===== src/rtl/keypad_pkg.sv =====
// keypad_pkg: shared definitions for the 4x4 keypad scanner.
//   ROWS/COLS     - matrix dimensions
//   frame_res_e   - classification of one complete scan frame
//   scan_state_e  - row sequencer states
package keypad_pkg;

    localparam int ROWS = 4;
    localparam int COLS = 4;

    typedef enum logic [1:0] {
        RES_NONE   = 2'd0,
        RES_SINGLE = 2'd1,
        RES_MULTI  = 2'd2
    } frame_res_e;

    typedef enum logic [1:0] {
        IDLE   = 2'd0,
        DRIVE  = 2'd1,
        SAMPLE = 2'd2,
        EVAL   = 2'd3
    } scan_state_e;

endpackage


===== src/rtl/keypad_scanner_if.sv =====
// keypad_scanner_if: key event handshake plus debounced status.
//   key_code  - {row_idx, col_idx} of the pending key event
//   key_valid - event pending, held until key_ready
//   key_ready - consumer accepts on key_valid & key_ready
//   key_down  - debounced state is one held key
//   multi_key - debounced state is two or more keys
//   overrun   - sticky, an event was dropped while one was pending
interface keypad_scanner_if;

    logic [3:0] key_code;
    logic       key_valid;
    logic       key_ready;
    logic       key_down;
    logic       multi_key;
    logic       overrun;

    modport master (
        output key_code,
        output key_valid,
        input  key_ready,
        output key_down,
        output multi_key,
        output overrun
    );

    modport slave (
        input  key_code,
        input  key_valid,
        output key_ready,
        input  key_down,
        input  multi_key,
        input  overrun
    );

endinterface


===== src/rtl/keypad_debounce.sv =====
// keypad_debounce: filters per-frame results into a committed keypad state.
//   clk, rst_n     - clock, async active-low reset
//   res_valid      - one-cycle strobe, res/res_code hold a new frame result
//   res, res_code  - frame classification and code (code meaningful for SINGLE)
//   committed      - debounced state
//   committed_code - code of the debounced SINGLE key
//   press          - strobe with res_valid on a committed NONE -> SINGLE change
//   press_code     - code belonging to press
module keypad_debounce
    import keypad_pkg::*;
#(
    parameter int DEBOUNCE_FRAMES = 4,
    parameter int CNT_W           = 8
) (
    input  logic       clk,
    input  logic       rst_n,
    input  logic       res_valid,
    input  frame_res_e res,
    input  logic [3:0] res_code,
    output frame_res_e committed,
    output logic [3:0] committed_code,
    output logic       press,
    output logic [3:0] press_code
);

    localparam logic [CNT_W-1:0] DB_MAX = CNT_W'(DEBOUNCE_FRAMES);

    frame_res_e       prev_res_q, prev_res_d;
    logic [3:0]       prev_code_q, prev_code_d;
    logic [CNT_W-1:0] cnt_q, cnt_d;
    frame_res_e       committed_q, committed_d;
    logic [3:0]       committed_code_q, committed_code_d;
    logic             same;
    logic             differs;

    always_comb begin
        prev_res_d       = prev_res_q;
        prev_code_d      = prev_code_q;
        cnt_d            = cnt_q;
        committed_d      = committed_q;
        committed_code_d = committed_code_q;
        press            = 1'b0;
        press_code       = res_code;
        // Codes only distinguish results when both are SINGLE.
        same    = (res == prev_res_q) && ((res != RES_SINGLE) || (res_code == prev_code_q));
        differs = (res != committed_q) || ((res == RES_SINGLE) && (res_code != committed_code_q));
        if (res_valid) begin
            prev_res_d  = res;
            prev_code_d = res_code;
            if (same) begin
                cnt_d = (cnt_q >= DB_MAX) ? cnt_q : cnt_q + 1'b1;
            end else begin
                cnt_d = CNT_W'(1);
            end
            if ((cnt_d >= DB_MAX) && differs) begin
                committed_d      = res;
                committed_code_d = res_code;
                press            = (committed_q == RES_NONE) && (res == RES_SINGLE);
            end
        end
    end

    always_ff @(posedge clk or negedge rst_n) begin
        if (!rst_n) begin
            prev_res_q       <= RES_NONE;
            prev_code_q      <= '0;
            cnt_q            <= '0;
            committed_q      <= RES_NONE;
            committed_code_q <= '0;
        end else begin
            prev_res_q       <= prev_res_d;
            prev_code_q      <= prev_code_d;
            cnt_q            <= cnt_d;
            committed_q      <= committed_d;
            committed_code_q <= committed_code_d;
        end
    end

    assign committed      = committed_q;
    assign committed_code = committed_code_q;

endmodule


===== src/rtl/keypad_scanner.sv =====
// keypad_scanner: 4x4 matrix keypad scan controller.
//   clk, rst_n - clock, async active-low reset
//   column     - keypad columns, active-low, asynchronous to clk
//   row        - keypad rows, one-hot-low drive while a row is scanned
//   kif        - key event handshake and debounced status (master side)
module keypad_scanner
    import keypad_pkg::*;
#(
    parameter int SETTLE_CYCLES   = 16,
    parameter int DEBOUNCE_FRAMES = 4,
    parameter int CNT_W           = 8
) (
    input  logic            clk,
    input  logic            rst_n,
    input  logic [COLS-1:0] column,
    output logic [ROWS-1:0] row,
    keypad_scanner_if.master kif
);

    localparam logic [CNT_W-1:0] SETTLE_LAST = CNT_W'(SETTLE_CYCLES - 1);

    logic [COLS-1:0]      col_s1_q, col_s2_q;
    scan_state_e          state_q, state_d;
    logic [1:0]           row_idx_q, row_idx_d;
    logic [CNT_W-1:0]     settle_q, settle_d;
    logic [ROWS*COLS-1:0] frame_q, frame_d;
    logic [3:0]           key_code_q, key_code_d;
    logic                 key_valid_q, key_valid_d;
    logic                 overrun_q, overrun_d;

    logic [4:0]  ones;
    logic [3:0]  hit_idx;
    frame_res_e  frame_res;
    frame_res_e  committed;
    logic [3:0]  committed_code;
    logic        press;
    logic [3:0]  press_code;
    logic        accept;

    always_comb begin
        row = '1;
        if ((state_q == DRIVE) || (state_q == SAMPLE)) begin
            row[row_idx_q] = 1'b0;
        end
    end

    always_comb begin
        state_d   = state_q;
        row_idx_d = row_idx_q;
        settle_d  = settle_q;
        frame_d   = frame_q;
        case (state_q)
            IDLE: begin
                state_d   = DRIVE;
                row_idx_d = '0;
                settle_d  = '0;
            end
            DRIVE: begin
                if (settle_q == SETTLE_LAST) begin
                    settle_d = '0;
                    state_d  = SAMPLE;
                end else begin
                    settle_d = settle_q + 1'b1;
                end
            end
            SAMPLE: begin
                // Frame bit index row*COLS+col equals the key code.
                frame_d[{row_idx_q, 2'b00} +: COLS] = ~col_s2_q;
                if (row_idx_q == 2'd3) begin
                    state_d = EVAL;
                end else begin
                    row_idx_d = row_idx_q + 2'd1;
                    state_d   = DRIVE;
                end
            end
            EVAL: begin
                row_idx_d = '0;
                state_d   = DRIVE;
            end
            default: state_d = IDLE;
        endcase
    end

    always_comb begin
        ones    = '0;
        hit_idx = '0;
        for (int unsigned i = 0; i < ROWS * COLS; i++) begin
            if (frame_q[i]) begin
                ones    = ones + 5'd1;
                hit_idx = 4'(i);
            end
        end
        if (ones == 5'd0) begin
            frame_res = RES_NONE;
        end else if (ones == 5'd1) begin
            frame_res = RES_SINGLE;
        end else begin
            frame_res = RES_MULTI;
        end
    end

    keypad_debounce #(
        .DEBOUNCE_FRAMES(DEBOUNCE_FRAMES),
        .CNT_W          (CNT_W)
    ) u_debounce (
        .clk           (clk),
        .rst_n         (rst_n),
        .res_valid     (state_q == EVAL),
        .res           (frame_res),
        .res_code      (hit_idx),
        .committed     (committed),
        .committed_code(committed_code),
        .press         (press),
        .press_code    (press_code)
    );

    always_comb begin
        key_code_d  = key_code_q;
        key_valid_d = key_valid_q;
        overrun_d   = overrun_q;
        accept      = key_valid_q & kif.key_ready;
        if (press) begin
            // An accept in the same cycle frees the slot for the new event.
            if (!key_valid_q || accept) begin
                key_code_d  = press_code;
                key_valid_d = 1'b1;
            end else begin
                overrun_d = 1'b1;
            end
        end else if (accept) begin
            key_valid_d = 1'b0;
        end
    end

    always_ff @(posedge clk or negedge rst_n) begin
        if (!rst_n) begin
            col_s1_q    <= '1;
            col_s2_q    <= '1;
            state_q     <= IDLE;
            row_idx_q   <= '0;
            settle_q    <= '0;
            frame_q     <= '0;
            key_code_q  <= '0;
            key_valid_q <= 1'b0;
            overrun_q   <= 1'b0;
        end else begin
            col_s1_q    <= column;
            col_s2_q    <= col_s1_q;
            state_q     <= state_d;
            row_idx_q   <= row_idx_d;
            settle_q    <= settle_d;
            frame_q     <= frame_d;
            key_code_q  <= key_code_d;
            key_valid_q <= key_valid_d;
            overrun_q   <= overrun_d;
        end
    end

    assign kif.key_code  = key_code_q;
    assign kif.key_valid = key_valid_q;
    assign kif.key_down  = (committed == RES_SINGLE);
    assign kif.multi_key = (committed == RES_MULTI);
    assign kif.overrun   = overrun_q;

    // committed_code is exported by the debouncer for status use; the event
    // path carries its own code.
    logic unused_code;
    assign unused_code = ^committed_code;

endmodule


===== src/flat_wrapper.sv =====
// flat-port wrapper written by rule: the top's interface ports become plain ports
module keypad_scanner_flat import keypad_pkg::*;
#(
    parameter int SETTLE_CYCLES   = 16,
    parameter int DEBOUNCE_FRAMES = 4,
    parameter int CNT_W           = 8
)
  (clk, rst_n, column, row, kif_key_code, kif_key_valid, kif_key_ready, kif_key_down, kif_multi_key, kif_overrun);
  keypad_scanner_if kif_i ();
  input  logic clk;
  input  logic rst_n;
  input  logic [COLS-1:0] column;
  output logic [ROWS-1:0] row;
  output wire logic [$bits(kif_i.key_code)-1:0] kif_key_code;
  output wire logic [$bits(kif_i.key_valid)-1:0] kif_key_valid;
  input wire logic [$bits(kif_i.key_ready)-1:0] kif_key_ready;
  output wire logic [$bits(kif_i.key_down)-1:0] kif_key_down;
  output wire logic [$bits(kif_i.multi_key)-1:0] kif_multi_key;
  output wire logic [$bits(kif_i.overrun)-1:0] kif_overrun;
  assign kif_key_code = kif_i.key_code;
  assign kif_key_valid = kif_i.key_valid;
  assign kif_i.key_ready = kif_key_ready;
  assign kif_key_down = kif_i.key_down;
  assign kif_multi_key = kif_i.multi_key;
  assign kif_overrun = kif_i.overrun;
  keypad_scanner #(.SETTLE_CYCLES(SETTLE_CYCLES), .DEBOUNCE_FRAMES(DEBOUNCE_FRAMES), .CNT_W(CNT_W)) u_core (.clk(clk), .rst_n(rst_n), .column(column), .row(row), .kif(kif_i));
endmodule

===== config.mk =====
export PLATFORM = sky130hd
export DESIGN_NAME = keypad_scanner_flat
export DESIGN_NICKNAME = d
export VERILOG_FILES = /design/src/rtl/keypad_pkg.sv /design/src/rtl/keypad_scanner_if.sv /design/src/rtl/keypad_debounce.sv /design/src/rtl/keypad_scanner.sv /design/src/flat_wrapper.sv
export SDC_FILE = /design/constraint.sdc
export NUM_CORES = 1
export LEC_CHECK = 0
export CAP_MARGIN = 20
export CELL_PAD_IN_SITES_DETAIL_PLACEMENT = 2
export CELL_PAD_IN_SITES_GLOBAL_PLACEMENT = 2
export CORE_ASPECT_RATIO = 0.6
export CORE_UTILIZATION = 35
export DETAILED_ROUTE_END_ITERATION = 8
export HOLD_SLACK_MARGIN = 0.06
export PLACE_DENSITY_LB_ADDON = 0.25
export SETUP_SLACK_MARGIN = 0.02
export SKIP_CTS_REPAIR_TIMING = 1
export SYNTH_ARGS = -nofsm -noshare
export SYNTH_HDL_FRONTEND = slang
export SYNTH_SLANG_ARGS = --single-unit

===== constraint.sdc =====
create_clock -name clk -period 9.4 [get_ports clk]
set_input_delay 1.41 -clock clk [delete_from_list [all_inputs] [get_ports clk]]
set_output_delay 1.41 -clock clk [all_outputs]
set_load 0.05 [all_outputs]

## Yosys cells after proc, flatten, opt, wreduce, memory -nomap -nowiden

Index checks and enable logic that the tools add are counted.
W data, S select, Z words.

| storage, ports and cells | value |
|---|---|
| output and inout port bits | 12 |
| flip-flop bits (word level) | 62 |
| word-level logic and storage cells | 134 |
| input bits | 7 |

| operators by class | value |
|---|---|
| equal/unequal tests | 17 |
| order comparisons | 4 |
| $add $sub $neg | 19 |
| shift-type cells | 2 |
| reductions and logical operators | 22 |
| bitwise operators | 4 |
| mux-type cells | 52 |

Operator list:

| kind | number |
|---|---|
| $mux W5 | 15 |
| $add A5 B1 Y5 const B | 14 |
| $mux W4 | 9 |
| $mux W8 | 4 |
| $add A8 B1 Y8 const B | 2 |
| $bwmux W16 | 1 |
| $ge A8 B3 Y1 const B | 2 |
| $pmux W8 S2 | 1 |
| $shift A4 B6 Y16 const A | 1 |
| $shiftx A4 B6 Y16 | 1 |
| $mux W2 | 7 |
| $mux W3 | 4 |
| $reduce_and A2 Y1 | 5 |
| $eq A2 B2 Y1 const B | 4 |
| $eq A8 B4 Y1 const B | 1 |
| $mux W1 | 8 |
| $not A4 Y4 | 2 |
| $eq A2 B1 Y1 const B | 3 |
| $ne A2 B2 Y1 const B | 3 |
| $neg A4 Y6 | 1 |
| $pmux W2 S3 | 1 |
| $reduce_bool A2 Y1 | 3 |
| $eq A5 B1 Y1 const B | 1 |
| $logic_and A1 B1 Y1 | 5 |
| 18 further kinds | 22 |

## Longest topological paths before layout

Gate-level depths: netlist of run 1.

| logic depth | value |
|---|---|
| depth in word-level cells | 45 |
| gate-level depth with buffers | 52 |
| mapped depth without buffers | 52 |

## Hierarchy

From an unflattened synthesis of run 1, not the netlist that was laid out.

| second synthesis, totals | value |
|---|---|
| cells, all modules | 473 |
| area total of the unflattened synthesis | 4548.1 sq um |

By module, submodules not included:

| module | cells each | instances | sequential area each (sq um) | area each (sq um) |
|---|---|---|---|---|
| keypad_scanner | 395 | 1 | 1061.0 | 3549.7 |
| keypad_debounce | 78 | 1 | 500.5 | 998.5 |

## Worst setup path before layout of run 1

No wires, ideal clock.

| timing | value |
|---|---|
| path kind | register to register |
| start | reg u_core.frame_q[0] |
| end | reg u_core.u_debounce.committed_code_q[1] (netlist: u_core.u_debounce.committed_code[1]) |
| setup time | 125 ps |
| path buffers | 0 |
| stages on the path, launching flop included | 51 |
| arrival time | 9443 ps |
| clock period less this slack | 9568 ps |
| path slack | -168 ps |
| data required time | 9275 ps |
| cell sequence | dfrtp_1 -> inv_1 -> ha_1 -> xnor2_2 -> inv_2 -> ha_1 -> mux2_2 -> ha_1 -> mux2_2 -> ha_1 -> nand2_1 -> nand3_1 -> ha_1 -> nor2b_1 -> a31oi_1 -> ha_1 -> nand2_1 -> o21ai_0 -> [... 15 more ...] -> ha_1 -> a21oi_1 -> o21ai_1 -> ha_1 -> nand2_1 -> nand2_1 -> ha_1 -> nand2_1 -> a21bo_2 -> ha_1 -> and3_1 -> o31ai_1 -> o31a_1 -> o21ai_0 -> a31oi_1 -> o21bai_1 -> nor4b_4 -> mux2_4 |

| between the ends | value |
|---|---|
| longest elaborated chain between the ends | 42 |
| elaborated cells between the ends (all ways) | 48 |
| those cells by class | add/sub: 15; order compare: 1; eq/ne: 5; mux: 20; reduce/logical: 7 |

Ends and longest elaborated chain:

| what | line | source |
|---|---|---|
| start: declaration | keypad_scanner.sv:26 | `logic [ROWS*COLS-1:0] frame_q, frame_d;` |
| start signal: assignment | keypad_scanner.sv:152 | `frame_q <= frame_d;` |
| $mux W1 * | keypad_scanner.sv:88 | `if (frame_q[i]) begin` |
| $add A1 B1 Y2 | keypad_scanner.sv:89 | `ones = ones + 5'd1;` |
| $mux W5 * | keypad_scanner.sv:88 |  |
| $add A5 B1 Y5 | keypad_scanner.sv:89 |  |
| $mux W5 * | keypad_scanner.sv:88 |  |
| $add A5 B1 Y5 | keypad_scanner.sv:89 |  |
| $mux W5 * | keypad_scanner.sv:88 |  |
| $add A5 B1 Y5 | keypad_scanner.sv:89 |  |
| [... 26 more ...] | - |  |
| $ne A2 B1 Y1 | keypad_debounce.sv:45 | `same = (res == prev_res_q) && ((res != RES_SINGLE) \|\| (res_code == prev_code_q));` |
| $logic_or A1 B1 Y1 | keypad_debounce.sv:45 |  |
| $logic_and A1 B1 Y1 | keypad_debounce.sv:45 |  |
| $mux W8 | keypad_debounce.sv:50 | `if (same) begin` |
| $mux W8 | keypad_debounce.sv:47 | `if (res_valid) begin` |
| $ge A8 B3 Y1 | keypad_debounce.sv:55 | `if ((cnt_d >= DB_MAX) && differs) begin` |
| $logic_and A1 B1 Y1 * | keypad_debounce.sv:55 |  |
| $reduce_and A2 Y1 (no line) * | - |  |
| end signal: assignment | keypad_debounce.sv:75 | `committed_code_q <= committed_code_d;` |
| end: declaration | keypad_debounce.sv:32 | `logic [3:0] committed_code_q, committed_code_d;` |

Mark *: on every way between the ends. The rest lies on a longest branch, timed or not. The select of a mux whose other input is x is not followed.
A chain may end at the register's enable or synchronous reset.

## Final worst setup path of run 1

| timing | value |
|---|---|
| start | reg u_core.frame_q[1] |
| end | reg u_core.u_debounce.committed_code_q[1] (netlist: u_core.u_debounce.committed_code[1]) |

| between the ends | value |
|---|---|
| longest elaborated chain between the ends | 40 |
| elaborated cells between the ends (all ways) | 63 |
| those cells by class | add/sub: 14; order compare: 1; eq/ne: 7; mux: 34; reduce/logical: 7 |

Ends and longest elaborated chain:

| what | line |
|---|---|
| $mux W5 | keypad_scanner.sv:88 |
| $add A5 B1 Y5 | keypad_scanner.sv:89 |
| $mux W5 | keypad_scanner.sv:88 |
| $add A5 B1 Y5 | keypad_scanner.sv:89 |
| $mux W5 | keypad_scanner.sv:88 |
| $add A5 B1 Y5 | keypad_scanner.sv:89 |
| $mux W5 | keypad_scanner.sv:88 |
| $add A5 B1 Y5 | keypad_scanner.sv:89 |
| [... 24 more ...] | - |
| $ne A2 B1 Y1 | keypad_debounce.sv:45 |
| $logic_or A1 B1 Y1 | keypad_debounce.sv:45 |
| $logic_and A1 B1 Y1 | keypad_debounce.sv:45 |
| $mux W8 | keypad_debounce.sv:50 |
| $mux W8 | keypad_debounce.sv:47 |
| $ge A8 B3 Y1 | keypad_debounce.sv:55 |
| $logic_and A1 B1 Y1 * | keypad_debounce.sv:55 |
| $reduce_and A2 Y1 (no line) * | - |

Marks and branches as above.

==> impl_summary.md, run 1 <==
GRT
Entering global routing, the biggest net connects 63 pins. The via count of the first global-routing pass is 4822. The total global-route track usage is a little under a quarter. The number of antenna violations at the first check in global routing is 0. The total overflow left after global routing is 0.

The wire length of the first global-routing pass is 26600 um.

Yosys
The synthesized design contains 62 register bits. The total number of yosys warnings is 0. The number of instances in the synthesized netlist is 547.

The sequential area share after synthesis is between 30% and 40%. The predominant post-synthesis flop cell is dfrtp_1. The synthesized netlist occupies a cell area of between 4000 and 5000 sq um. The post-synthesis net count is ~600.

In the synthesized netlist the async set-or-reset flop fraction comes to 100%. The number of library cell types mapped by synthesis is 60. The mean post-synth cell area is between 8 and 9 sq um. The number of flops mapped to enable cells by yosys is 0.

Placement
In this run, placement finished with an instance count of approximately 760. Detailed placement ended at an HPWL of 12100 um. The congestion estimate from routability-driven global placement came to a little over 0.8.

The placed instances occupy a cell area of between 5000 and 6000 sq um. The number of port buffers is 18.

Power and ir drop
The share of total power dissipated in sequential elements is a little under a quarter. The standby leakage power is between 2 and 3 nW. The relative contribution of combinational cells to total power is a little under half. VDD sags by at most around 100 uV.

The share of power burned in the clock network is approximately 29%. For this design the ratio of total power to cell area is approximately 190 nW/um^2. The internal portion of the total power is approximately 0.00077 W. The analysis attributes to net switching a power of 0.000425 W. The share of total power consumed by net switching is a little over a third.

Clock network
CTS placed an instance of clkbuf_16 at the clock tree root. The insertion delay to the later sink of the worst-skew pair is 0.33 ns. The number of CTS-inserted buffers is 9. The H-tree was split into 3 levels. TritonCTS built the clock tree. The clock passes through at most 2 buffers. The number of clock sinks is 62. After clock tree synthesis, the clock-pin slew on the worst setup and hold paths is roughly 0.060 ns.

Drt
The count of vias placed by the detailed router is between 4000 and 5000. The final layout contains routed wiring with a total length of ~18000 um. The remaining design rule violation count is 0. Using the TritonRoute via totals, the vias-per-cell ratio works out to about 5.6. The number of nets with antenna violations after routing is 0.

The first detailed-routing pass took 4 iterations. The initial detailed-routing violation count is approximately 170. After detailed routing, the average wire length per cell comes to roughly 22 um.

Layout
The final non-filler cell total is 790. The finished cells cover ~6300 sq um. The final layout contains about 650 nets. Once layout is complete, the utilization of the core stands at a little under half.

The repair_antennas step left the layout with diodes totalling 0. Across the whole layout, storage elements account for 1560 sq um. The area growth from synthesis to layout is 29.5%. The count of filler cells inserted in the layout is around 1400. The multi-input combinational cells in the finished layout cover a total of roughly 3500 sq um.

The proportion of layout cells with a drive suffix above 1 is 26.6%.

STA
Counting I/O delays and the setup requirement, the final critical path takes 9.43 ns. Setup repair after global routing could not meet its margin everywhere. Summed over all failing endpoints, the final setup total negative slack is -0.0946 ns. Setup violations remaining at the end of the flow were counted as 4.

The relative slew slack is roughly 45%. The final worst hold slack is 0.360 ns. The final count of pins violating max slew is 0. The final clock period utilization by the worst path is 100%. The final count of hold timing violations is 0. Based on the critical path, the design can be clocked at up to roughly 110 MHz. Across all setup checks in the final design, the least slack found is -0.0336 ns. The transition time at the pin with the least slew margin is around 0.83 ns.

The clock arrives with between 0.006 and 0.007 ns of skew.

Floorplan
The total core area is about 13000 sq um. The number of rows in the core area is 32. 19 I/O pins were placed.

The die covers 14400 sq um. The die is 154 um wide. The chip height is 93.2 um. For this configuration, the core starts out at a cell density of a little under two fifths.

Run
Across the run, the number of max-cap violations was 0.

Worst setup path
On the worst path, the slowest cell contributes a delay of roughly 0.4 ns. The type of destination of the critical path is a register. The worst path arrival time is just under 10 ns. The type of the worst setup path is register to register. The worst-case register-to-register setup slack is -0.03 ns.

The first element of the critical path is u_core.frame_q[1]$_DFFE_PN0P_. The required time reported for the critical path endpoint is between 9 and 10 ns. The slowest library cell on the worst path is dfrtp_1. The cell that appears most often on the critical path is ha_4. The type of element launching the critical path is a register.

The launching point of the worst reg2reg path is u_core.frame_q[1]$_DFFE_PN0P_. In this run the worst path has a maximum fanout of 4.

Min path
The start point of the worst hold path is u_core.col_s1_q[3]$_DFF_PN1_. The kind of path behind the tightest hold check is register to register.

Outcome
The flow ran to the end, but the final reports show violations. The final reports fail on negative setup slack.
[power groups by stage]
| stage | sequential (W) | clock, W | combinational, W |
|---|---|---|---|
| after floorplan | 0.000279 | 0 | 0.000270 |
| after global placement | 0.000282 | 0 | 0.000403 |
| after detailed placement | 0.000283 | 0 | 0.000431 |
| after CTS | 0.000278 | 0.000359 | 0.000435 |
| after global routing | 0.000279 | 0.000366 | 0.000602 |
| final | 0.000279 | 0.000350 | 0.000564 |
[logic make-up (layout without fill, tap and decap cells)]
logic type,after synthesis,count (layout),share of synthesized area (%)
and+or+nand+nor,198,198,19.7
AOI/OAI and AO/OA,128,128,17.8
DFF,62,62,32.2
xor gates and xnor gates,60,60,13.7
buffers and inverters,47,120,3.79
adders and majority gates,29,29,7.48
muxes,23,23,5.41
[routing by layer]
layer	global-route usage [%]	routed length, um	part of all wire (%)	vias up
met3	3.20	416	2.4	10
li1	-	-	-	2083
met5	0	0	0	-
met2	39.3	8490	48	48
met1	34.0	8640	49	2308
met4	3.50	97	0.55	0
[worst max-delay path, delay by kind of cell, from the launching register on]
kind	cells	cell delay, ns
AO/OA/AOI/OAI	12	1.51
XOR/XNOR	1	0.17
adder cells (fa/ha/maj)	14	3.71
buffers and inverters	5	0.52
flip-flops	1	0.41
multiplexers	3	0.87
AND/OR/NAND/NOR	18	2.09
[flip-flops by register name, indices dropped and copies added (netlist names), 4 cells and up]
| signal | count |
|---|---|
| u_core.u_debounce.cnt_q | 8 |
| u_core.frame_q | 16 |
| u_core.kif.key_code | 4 |
| u_core.settle_q | 8 |
| u_core.u_debounce.committed_code | 4 |
| u_core.u_debounce.prev_code_q | 4 |
| u_core.col_s1_q | 4 |
| u_core.col_s2_q | 4 |
[layout by cell type, fill, tap and decap left out, types with 6 or more instances in the layout]
cell	count
xnor2_2	6
dfrtp_1	54
nand2_1	67
xor2_1	21
buf_4	57
xnor2_1	25
nor2_1	41
or4_1	6
nor3_1	7
inv_1	24
clkdlybuf4s50_1	17
clkbuf_16	9
mux2_2	8
nand3_1	13
mux2i_1	8
dfstp_2	8
mux2_4	6
o31ai_1	9
o21ai_0	28
nand4_1	6
ha_1	19
a21oi_1	22
nor2b_1	6
ha_4	10
o41ai_1	9
a31oi_1	7
[area by class of cell]
class                      count  area share, %
clock buffer                  10           3.64
clock inverter                 6           1.37
inverter                      28           1.67
multi-input combinational    438           55.3
sequential                    62           24.8
tap                          170           3.38
timing repair buffer          76           9.77
[synth_stat cells, drive strengths merged, types with 3 or more instances]
master | n | area, sq um
a2111oi | 3 | 51.3
a21o | 3 | 22.5
a21oi | 26 | 130
a22o | 4 | 35.0
a31oi | 9 | 56.3
and2 | 4 | 25.0
and3 | 7 | 43.8
clkbuf | 17 | 63.8
dfrtp | 54 | 1350
dfstp | 8 | 210
ha | 29 | 363
inv | 28 | 105
mux2 | 14 | 173
mux2i | 9 | 90.1
nand2 | 77 | 289
nand2b | 5 | 31.3
nand3 | 14 | 70.1
nand4 | 6 | 37.5
nor2 | 41 | 154
nor2b | 9 | 56.3
nor3 | 8 | 40.0
nor4 | 4 | 25.0
nor4b | 4 | 50.1
o21ai | 38 | 190
o21bai | 4 | 30.0
o22ai | 4 | 25.0
o31ai | 11 | 82.6
o41ai | 9 | 78.8
or2 | 4 | 25.0
or3 | 5 | 31.3
or4 | 6 | 45.0
xnor2 | 32 | 318
xnor3 | 7 | 161
xor2 | 21 | 184
[worst paths after layout]
check                                                                   to  cells after the start
max reg2reg                u_core.u_debounce.committed_code[1]$_DFFE_PN0P_                     53
min                                           u_core.col_s2_q[3]$_DFF_PN1_                      0
min in group asynchronous  u_core.u_debounce.committed_code[2]$_DFFE_PN0P_                      2
max                        u_core.u_debounce.committed_code[1]$_DFFE_PN0P_                     53
min reg2reg                                   u_core.col_s2_q[3]$_DFF_PN1_                      0
max in group asynchronous                    u_core.frame_q[1]$_DFFE_PN0P_                      2
[stage by stage]
step / total power [W] / worst slack (ns)
after global routing: 0.00125 / -0.402
after floorplan: 0.000548 / 0.0473
final: 0.00119 / -0.0336
after CTS: 0.00107 / -0.764
after global placement: 0.000685 / 0.0475
after detailed placement: 0.000714 / -0.678
No activity file was read; power rests on OpenSTA's default activity.
==> inputs of run 2 (changes only) <==
TNS_END_PERCENT = 10   (was unset)
==> run 2 against run 1 <==
  * The flow still finishes with violations (negative setup slack)
  * Clock power is essentially flat
  * Wire length grew 0.11%
  * Sequential cell count is the same
  * Combinational power is essentially flat
  * Design area is the same
  * Sequential share of layout area is the same
  * Clock skew is essentially flat
  * Via count grew 0.16%
  * Critical path type unchanged
  * Highest routed layer unchanged
==> impl_summary.md, run 2 (synthesized netlist as in run 1, its figures left out) <==
Clock network
The maximum count of clock buffers along a single path is 2 (unchanged). The number of clock sinks is 62 (unchanged). The number of CTS-inserted buffers was 9 (unchanged). The deepest level of the CTS H-tree was 3 (unchanged). The clock root buffer master is clkbuf_16 (unchanged). The clock input transition at the sequential cells of the worst setup and hold paths came to 0.06 ns (about the same).

The insertion delay to the later sink of the worst-skew pair is 0.33 ns (about the same). The TritonCTS clock tree is yes (unchanged).

Floorplan
The die outline width was 154 um (unchanged). The starting density of the core is 36.8% (unchanged). The total core area is 13200 sq um (unchanged). The number of rows in the core area is 32 (unchanged). The area of the die is 14400 sq um (unchanged). The I/O pin total is 19 (unchanged). The chip height was 93.2 um (unchanged).

Worst setup path
The type of destination of the critical path is a register (unchanged). The most frequent cell on the critical path is ha_4 (unchanged). The worst path arrival time is 9.64 ns (about the same). The type of element launching the critical path is a register (unchanged). The maximum single-stage delay on the critical path is 0.41 ns (about the same). The required time reported for the critical path endpoint is 9.60 ns (about the same). The type of the worst setup path is register to register (unchanged). The slowest library cell on the worst path is dfrtp_1 (unchanged). The highest fanout seen on the critical path is 4 (unchanged).

GRT
The wire length of the first global-routing pass was 26600 um (unchanged). The number of antenna violations at the first check in global routing is 0 (unchanged). The via count of the first global-routing pass was 4822 (unchanged). The remaining global-route overflow was 0 (unchanged). The largest net degree at the start of global routing came to 63 (unchanged).

The total global-route track usage came to 23.9% (unchanged).

Outcome
Violations in the final reports: negative setup slack (unchanged). Outcome: complete, but fails checks (unchanged).

Layout
The number of inserted diodes is 0 (unchanged). The area of all placed cells without fillers is 6290 sq um (unchanged). The count of filler cells inserted in the layout is 1405 (unchanged). The count of nets after finishing is 651 (unchanged). The area growth from synthesis to layout is 29.5% (unchanged). Most frequent cells in the layout: 67 x nand2_1, 57 x buf_4, 54 x dfrtp_1 (unchanged). The largest register by flop count is u_core.frame_q (unchanged). Largest registers: u_core.frame_q: 16 flops, u_core.settle_q: 8 flops, u_core.u_debounce.cnt_q: 8 flops (unchanged). The proportion of layout cells with a drive suffix above 1 was 26.6% (unchanged). The commonest non-fill, non-tap cell in the layout is nand2_1 (unchanged). The post-route core utilization was 47.7% (unchanged). The flip-flop count of the largest register after layout is 16 (unchanged).

STA
The minimum period implied by the final worst setup slack is 9.44 ns (was 9.43 ns). The final clock period utilization by the worst path is 100% (about the same). The setup TNS after final layout is -0.109 ns (was -0.0946 ns). The minimum setup slack in the final design is -0.0373 ns (was -0.0336 ns). The largest clock skew in the final design was 0.00692 ns (about the same). The maximum clock frequency is 106 MHz (about the same).

The relative slew slack is 44.6% (about the same). The final count of pins violating max slew is 0 (unchanged). The transition time at the pin with the least slew margin came to 0.831 ns (about the same). The final count of hold timing violations was 0 (unchanged). Setup repair after global routing missed its margin: yes (unchanged). The number of endpoints failing setup at the final stage is 4 (unchanged).

Drt
The count of vias placed by the detailed router is 4456 (was 4449). The routed length per placed instance is 22.4 um (was 22.3 um). The post-detailed-route via-to-cell ratio is 5.64 (was 5.63). The total wire length after detailed routing came to 17700 um (was 17600 um).

The remaining design rule violation count came to 0 (unchanged). The initial detailed-routing violation count is 169 (was 168). The number of nets with antenna violations after routing is 0 (unchanged). The first-pass detailed-route iteration total is 4 (unchanged).

Placement
The routability-driven placement congestion ratio was 0.827 (unchanged). The number of port buffers is 18 (unchanged). The post-detailed-placement half-perimeter wirelength is 12100 um (unchanged). The pre-CTS worst setup slack was -0.678 ns (unchanged). The instance area at placement came to 5560 sq um (unchanged).

Power and ir drop
The net load switching power is 0.000425 W (about the same). The power per unit of standard cell area is 190 nW/um^2 (about the same). The standby leakage power is 2.78 nW (unchanged). The worst vdd rail ir drop was 103 uV (unchanged). The share of total power consumed by net switching came to 35.6% (about the same). The cell internal power dissipation is 0.000768 W (about the same).

The relative contribution of combinational cells to total power came to 47.3% (about the same). The sequential group share of total power was 23.4% (about the same). The share of power burned in the clock network is 29.3% (about the same).

Run
The number of max-cap violations came to 0 (unchanged).

Min path
The kind of path behind the tightest hold check is register to register (unchanged).
-- run 2: cell counts in the layout (fill, tap and decap cells not counted) --
No cell type changed its count.
-- run 2: per-stage QoR --
step                hold slack (ns)  std cells  power (W)
floorplan                     0.345        547   0.000548
CTS                           0.361        779    0.00107
global placement              0.346        763   0.000685
global route                  0.367        790    0.00125
finish                        0.360        790    0.00119
detailed placement            0.352        763   0.000714
-- run 2: path summary, 6_finish.rpt --
kind,slack (ns),startpoint,endpoint,cells after the start
hold / removal,0.36,u_core.col_s1_q[3]$_DFF_PN1_,u_core.col_s2_q[3]$_DFF_PN1_,0
setup / recovery,-0.04,u_core.frame_q[1]$_DFFE_PN0P_,u_core.u_debounce.committed_code[1]$_DFFE_PN0P_,53
hold reg to reg,0.36,u_core.col_s1_q[3]$_DFF_PN1_,u_core.col_s2_q[3]$_DFF_PN1_,0
min in group asynchronous,1.27,rst_n,u_core.u_debounce.committed_code[2]$_DFFE_PN0P_,2
setup reg to reg,-0.04,u_core.frame_q[1]$_DFFE_PN0P_,u_core.u_debounce.committed_code[1]$_DFFE_PN0P_,53
max in group asynchronous,7.56,rst_n,u_core.frame_q[1]$_DFFE_PN0P_,2
-- run 2: cell type report --
type                    count  area (sq um)  area share, %
flip-flops and latches     62          1560           24.8
inverters                  28           105           1.67
repair buffers             76           614           9.77
clock buffers              10           229           3.64
clock inverters             6          86.3           1.37
multi-input cells         438          3480           55.3
well taps                 170           213           3.38
-- run 2: critical path, delay by kind of cell, from the launching register on --
family	cells	cell delay, ns
buffers and inverters	5	0.52
adder cells (fa/ha/maj)	14	3.71
XOR/XNOR	1	0.17
AND/OR/NAND/NOR	18	2.08
AO/OA/AOI/OAI	12	1.51
multiplexers	3	0.87
flip-flops	1	0.41
-- run 2: layer usage --
layer / vias to the layer above / share of wire, % / track usage, %
met5: - / 0 / 0
met4: 0 / 0.55 / 3.50
met3: 10 / 2.5 / 3.20
met2: 52 / 48 / 39.3
met1: 2311 / 49 / 34.0
li1: 2083 / - / -
-- run 2: power by group through the flow --
stage / clock (W) / combinational, W / sequential, W
6_report: 0.000350 / 0.000565 / 0.000279
5_1_grt: 0.000366 / 0.000602 / 0.000279
4_1_cts: 0.000359 / 0.000435 / 0.000278
3_5_place_dp: 0 / 0.000431 / 0.000283
3_3_place_gp: 0 / 0.000403 / 0.000282
2_1_floorplan: 0 / 0.000270 / 0.000279
==> inputs of run 3 (changes only) <==
--- a/config.mk
+++ b/config.mk
@@ -20,2 +20,2 @@
 export SYNTH_SLANG_ARGS = --single-unit
-export TNS_END_PERCENT = 10
+export TNS_END_PERCENT = 50
--- a/constraint.sdc
+++ b/constraint.sdc
@@ -3,2 +3,2 @@
 set_output_delay 1.41 -clock clk [all_outputs]
-set_load 0.05 [all_outputs]
+set_load 0.02 [all_outputs]
==> results of run 3 <==
Final layout, timing and power as in run 1 (identical DEF).
